[src/rtl/send_unit_pkg.sv]
// Shared types for the SEND instruction unit: FSM state encodings and default port-id width.
package send_unit_pkg;

  localparam int unsigned PortW = 4;

  typedef enum logic [2:0] {
    StIdle = 3'd0,
    StRd   = 3'd1,
    StLat  = 3'd2,
    StXmit = 3'd3,
    StFin  = 3'd4
  } send_state_e;

endpackage

[src/rtl/send_unit.sv]
// SEND instruction engine: streams `size` data-memory words from `addr` onto a network port
// with a valid/ready handshake, stalling the PU through `busy` until the transfer completes.
module send_unit
  import send_unit_pkg::*;
#(
  parameter int unsigned DW = 16,
  parameter int unsigned AW = 8,
  parameter int unsigned PW = PortW
) (
  input  logic          clk,
  input  logic          rst,
  input  logic          send,
  input  logic [DW-1:0] addr,
  input  logic [DW-1:0] size,
  input  logic [PW-1:0] port,
  output logic          busy,
  output logic          done,
  output logic          dm_re,
  output logic [AW-1:0] dm_addr,
  input  logic [DW-1:0] dm_rdata,
  output logic          tx_valid,
  output logic [DW-1:0] tx_data,
  output logic [PW-1:0] tx_port,
  output logic          tx_last,
  input  logic          tx_ready
);

  send_state_e   state_q, state_d;
  logic [AW-1:0] cur_addr_q, cur_addr_d;
  logic [DW-1:0] remaining_q, remaining_d;
  logic [PW-1:0] tx_port_q, tx_port_d;
  logic [DW-1:0] tx_data_q, tx_data_d;
  logic          tx_last_q, tx_last_d;

  always_ff @(posedge clk) begin
    if (rst) begin
      state_q     <= StIdle;
      cur_addr_q  <= '0;
      remaining_q <= '0;
      tx_port_q   <= '0;
      tx_data_q   <= '0;
      tx_last_q   <= 1'b0;
    end else begin
      state_q     <= state_d;
      cur_addr_q  <= cur_addr_d;
      remaining_q <= remaining_d;
      tx_port_q   <= tx_port_d;
      tx_data_q   <= tx_data_d;
      tx_last_q   <= tx_last_d;
    end
  end

  always_comb begin
    state_d     = state_q;
    cur_addr_d  = cur_addr_q;
    remaining_d = remaining_q;
    tx_port_d   = tx_port_q;
    tx_data_d   = tx_data_q;
    tx_last_d   = tx_last_q;
    unique case (state_q)
      StIdle: begin
        if (send) begin
          cur_addr_d  = addr[AW-1:0];
          remaining_d = size;
          tx_port_d   = port;
          state_d     = (size != '0) ? StRd : StFin;
        end
      end
      StRd: state_d = StLat;
      StLat: begin
        // Read data arrives one cycle after dm_re, i.e. during this state.
        tx_data_d = dm_rdata;
        tx_last_d = (remaining_q == DW'(1));
        state_d   = StXmit;
      end
      StXmit: begin
        if (tx_ready) begin
          remaining_d = remaining_q - DW'(1);
          cur_addr_d  = cur_addr_q + AW'(1);
          state_d     = tx_last_q ? StFin : StRd;
        end
      end
      StFin: state_d = StIdle;
      default: state_d = StIdle;
    endcase
  end

  // busy is combinational on send so the PC holds on the SEND instruction in its decode cycle.
  assign busy     = (state_q != StIdle) | send;
  assign done     = (state_q == StFin);
  assign dm_re    = (state_q == StRd);
  assign dm_addr  = (state_q == StRd) ? cur_addr_q : '0;
  assign tx_valid = (state_q == StXmit);
  assign tx_data  = tx_data_q;
  assign tx_port  = tx_port_q;
  assign tx_last  = tx_last_q;

endmodule

[config.mk]
export PLATFORM = sky130hd
export DESIGN_NAME = send_unit
export DESIGN_NICKNAME = d
export VERILOG_FILES = /design/src/rtl/send_unit_pkg.sv /design/src/rtl/send_unit.sv
export SDC_FILE = /design/constraint.sdc
export NUM_CORES = 1
export LEC_CHECK = 0
export ABC_AREA = 0
export CAP_MARGIN = 20
export CORE_MARGIN = 1
export CORE_UTILIZATION = 41
export DETAILED_ROUTE_END_ITERATION = 6
export PLACE_DENSITY = 0.83
export SYNTH_ARGS = -nofsm -noshare
export SYNTH_HDL_FRONTEND = slang
export SYNTH_SLANG_ARGS = --single-unit
[constraint.sdc]
create_clock -name clk -period 1.6 [get_ports clk]
set_input_delay 0.16 -clock clk [delete_from_list [all_inputs] [get_ports clk]]
set_output_delay 0.16 -clock clk [all_outputs]
set_load 0.005 [all_outputs]
Yosys cells after proc, flatten, opt, wreduce, memory -nomap -nowiden:

Index checks and enable logic that the tools add are counted.

* output and inout bits: 33
* register bits: 48
* word-level logic and storage cells: 35
* input port bits: 56

* add/sub/neg operators: 2
* reductions and logical operators: 7
* equal/unequal tests: 7
* mux-type cells: 12
* bitwise logic cells: 1

Operator list (number)
* $mux W16: 2
* $pmux W16 S2: 1
* $mux W8: 3
* $eq A16 B1 Y1 const B: 1
* $pmux W8 S2: 1
* $reduce_bool A16 Y1: 1
* $sub A16 B1 Y16 const B: 1
* $mux W3: 4
* $pmux W3 S4: 1
* $add A8 B1 Y8 const B: 1
* $eq A3 B2 Y1 const B: 2
* $reduce_and A2 Y1: 2
* $eq A3 B1 Y1 const B: 1
* $eq A3 B3 Y1 const B: 1
* $logic_not A3 Y1: 1
* $reduce_and A3 Y1: 1
* $reduce_bool A3 Y1: 1
* $ne A2 B1 Y1 const B: 1
* $ne A2 B2 Y1 const B: 1
* $reduce_bool A2 Y1: 1
* $or A1 B1 Y1: 1

Logic depth before layout (Yosys ltp):

Gate-level depths: netlist (run 1).

* word-level depth: 4
* mapped depth: 7
* depth with buffers taken out: 6

Least setup slack after synthesis (run 1):

No wires, ideal clock.

* kind: register to register
* from: register remaining_q[0]
* to: register remaining_q[14]
* required time: 1521 ps
* slack: -111 ps
* data arrival time: 1632 ps
* path buffers: 0
* clock period less this slack: 1711 ps
* cell stages (with the launch flop): 7
* setup time: 79 ps
* cells stage by stage: dfxtp_1 > inv_1 > ha_1 > nor3b_2 > nand2_1 > or4_1 > o211ai_1

* longest elaborated chain between the ends: 3

RTL lines
* start, declared: RTL line send_unit.sv:30 `logic [DW-1:0] remaining_q, remaining_d;`
* start signal, assigned: RTL line send_unit.sv:46 `remaining_q <= remaining_d;`
* $sub A16 B1 Y16: RTL line send_unit.sv:78 `remaining_d = remaining_q - DW'(1);`
* $mux W16: RTL line send_unit.sv:77 `if (tx_ready) begin`
* $pmux W16 S2: RTL line send_unit.sv:60 `unique case (state_q)`

No other way between the ends. The select of a mux whose other input is x is not followed.
A chain may end at the register's enable or synchronous reset.

Worst setup path after layout (run 1):

* from: register remaining_q[0]
* to: register remaining_q[10]

Same word-level chain as after synthesis.

==> results_dict.tcl, run 1 <==
set metrics [dict create \
    outcome "finished, violations left" \
    violations "setup timing" \
    highest_layer "met4" \
    grt_max_degree 52 \
    final_core_util_pct 70.9 \
    path_class "reg2reg" \
    port_buffers 80 \
    synth-seq-cells 48 \
    fillers 456 \
    whs_ps 315 \
    dr.pass1.iters 5 \
    grt_pass1_vias 2884 \
    cts_buffer_depth 2 \
    met2_length_mm 4.29 \
    leakage_nw 1.64 \
    reg2reg_slack_ps -90 \
    final_area_mm2 0.00422 \
    setup_ws_ps -94.3 \
    ys.flop_type "dfxtp_1" \
    area_delta_synth_final_pct 64.8 \
    drtIter0Drc 297 \
    num_vias 3113 \
    period_share_pct 106 \
    setup_violations 20 \
    p_comb_share_pct 34.9 \
    ant_nets 0 \
    finalSetupTns_ps -831 \
    yosysWarnings 0 \
    drv_slew 0 \
    design.die.area_mm2 0.00657 \
    end_kind "flop" \
    powerDensity_mw_per_mm2 775 \
    skew_ps 9.36 \
    min_to "remaining_q[14]" \
    reg2reg_depth 7 \
    crit_path_cell_trace "inv_2 -> ha_4 -> nor3b_4 -> buf_4 -> nand4b_1 -> or3_1 -> a41oi_2" \
    start_kind "flop" \
    r2r-start "remaining_q[0]" \
    grt_usage_pct 25.1 \
    placed_area_mm2 0.00368 \
    max_cap_violations 0 \
    die_h_um 81.0 \
    start_util_pct 43.0 \
    crit_fanout 3 \
    grt_overflow 0 \
    path_clk_slew_ps 100 \
    fmax_mhz 590 \
    crit_buf_inv 2 \
    pwr-share-clk_pct 23.1 \
    fin_nets 526 \
    die_w_um 81.0 \
    worst_path_max_delay_cell "or3_1" \
    wl_met3_um 637 \
    hold_depth 4 \
    power.total_mw 3.27 \
    ys_seq_area_share_pct 37.5 \
    pwr-share-seq_pct 42.0 \
    cts_tree "built" \
    wl_met1_mm 3.72 \
    crit_family "simple AND/OR/NAND/NOR gates" \
    synth_edf_count 0 \
    r2r-end "remaining_q[10]" \
    cpPeakStageDelay_ps 380 \
    grt_pass1_wl_mm 12.9 \
    sw_frac_of_total_pct 32.4 \
    layout_min_cycle_time_ps 1690 \
    wl_per_cell_um 16.1 \
    hp-class "in2reg" \
    numCtsBuffers 5 \
    antenna_cells 0 \
    power.switching_mw 1.06 \
    grt_antenna_before_repair 0 \
    clock_sinks 48 \
    async_reset_ff_share_pct 0 \
    worst_pin_slew_ps 554 \
    syn_avg_cell_area_um2 7.69 \
    rsz0062_at_grt "true" \
    required_ps 1830 \
    drt-total-wl_mm 8.77 \
    postSynthCellCount 333 \
    hp-start "rst" \
    htree_levels 2 \
    rows 28 \
    layout-drive-gt1-share_pct 29.1 \
    irDropWorstVdd_uv 540 \
    ys_types 51 \
    viasPerCell 5.73 \
    synth_area_mm2 0.00256 \
    cp_data_arrival_time_ps 1930 \
    core_area_mm2 0.00596 \
    relSlewSlack_pct 63.1 \
    synth_nets 392 \
    place_hpwl_mm 5.29 \
    drc 0 \
    hold_viol_final 0 \
    ios 89 \
    root_buffer "clkbuf_8" \
    p_int_mw 2.21 \
    gp_congestion 0.891 \
    clk_latency_ps 300 \
]
==> flip-flops by register name, indices dropped and copies added, names as in the netlist <==
name and cells:
cur_addr_q 8, remaining_q 16, state_q 3, tx_data 16, tx_last 1, tx_port 4
==> cells in the mapped netlist, types with 3 or more instances <==
master     n  share of area, %
o21ai_0   11               2.1
and2_1    17               4.2
nor3b_1    5               1.5
a31oi_1    6               1.5
nand3_1   12               2.3
nand2_1   60               8.8
or3_1      3              0.73
nand4b_1   4               1.4
or4_1      4               1.2
o21ai_1    8               1.6
a21oi_1   44               8.6
inv_1      5              0.73
nand2b_1   3              0.73
ha_1       3               1.5
nor3_1     5              0.98
nor2_1    21               3.1
a211oi_1   3              0.88
nor4_1     7               1.7
and3_1     7               1.7
dfxtp_1   48                38
clkbuf_1  16               2.3
==> power groups by stage <==
stage	combinational (mW)	sequential, mW	clock (mW)
4_1_cts	0.975	1.36	0.763
5_1_grt	1.22	1.38	0.829
6_report	1.14	1.37	0.755
3_5_place_dp	0.848	1.38	0
3_3_place_gp	0.830	1.38	0
2_1_floorplan	0.414	1.38	0
==> metal layers <==
layer | global-route usage, % | vias up
li1 | - | 1460
met1 | 32.4 | 1476
met2 | 40.8 | 163
met3 | 6.40 | 14
met4 | 8.21 | 0
met5 | 0 | -
==> cell families (layout without fill, tap and decap cells) <==
group | after synthesis | in the layout | share of synthesized area [%]
multiplexers | 3 | 3 | 1.22
flip-flops | 48 | 48 | 37.5
buffers and inverters | 28 | 163 | 5.08
adder cells (fa/ha/maj) | 3 | 3 | 1.47
AND/OR/NAND/NOR | 160 | 160 | 33.8
AO/OA/AOI/OAI | 91 | 91 | 21.0
==> area by class of cell <==
| type | count | area, um2 | area share [%] |
|---|---|---|---|
| timing repair buffer | 150 | 1370 | 32.4 |
| tap | 75 | 93.8 | 2.22 |
| multi-input combinational | 257 | 1670 | 39.6 |
| clock inverter | 3 | 23.8 | 0.563 |
| clock buffer | 5 | 68.8 | 1.63 |
| inverter | 5 | 18.8 | 0.445 |
| sequential | 48 | 977 | 23.2 |
==> timing repair <==
action,in CTS,in global routing
endpoints found under the setup margin,33,37
pin swaps,12,17
resized for setup,69,62
cloned,2,2
setup buffers,16,7
hold buffers,0,0
==> worst min-delay path, cell delays in order <==
cell	delay, ps
buf_2	120
or4b_1	110
or4_1	100
o211ai_1	80
==> how the worst max path moves through the flow <==
stage | start | depth (start not counted) | end
finish | remaining_q[0] | 7 | remaining_q[10]
floorplan | state_q[2] | 6 | remaining_q[14]
detailed placement | send | 6 | remaining_q[11]
CTS | state_q[1] | 5 | remaining_q[14]
global placement | send | 5 | remaining_q[5]
global route | remaining_q[0] | 7 | remaining_q[10]
==> layout by cell type (no fill, tap or decap), types with 7 or more instances in the layout <==
cell type,Yosys,routed
buf_6,2,22
nand3_1,12,12
a21oi_1,44,39
nand2_1,60,55
o21ai_1,8,9
nor2_1,21,19
clkdlybuf4s50_1,0,67
buf_4,2,51
and3_1,7,7
dfxtp_1,48,41
and2_1,17,13
==> through the flow <==
stage | cells | setup slack, ps
after CTS | 536 | -167
after floorplan | 333 | -83.8
after detailed placement | 510 | -252
after global placement | 510 | -177
after global routing | 543 | -143
final | 543 | -94.3
(Power assumes the default switching activity.)
==> run 2: changes to the inputs <==
CORE_MARGIN = unset   (was 1)
==> results of run 2 <==
The final DEF is identical to that of run 1; final timing and power are the same.
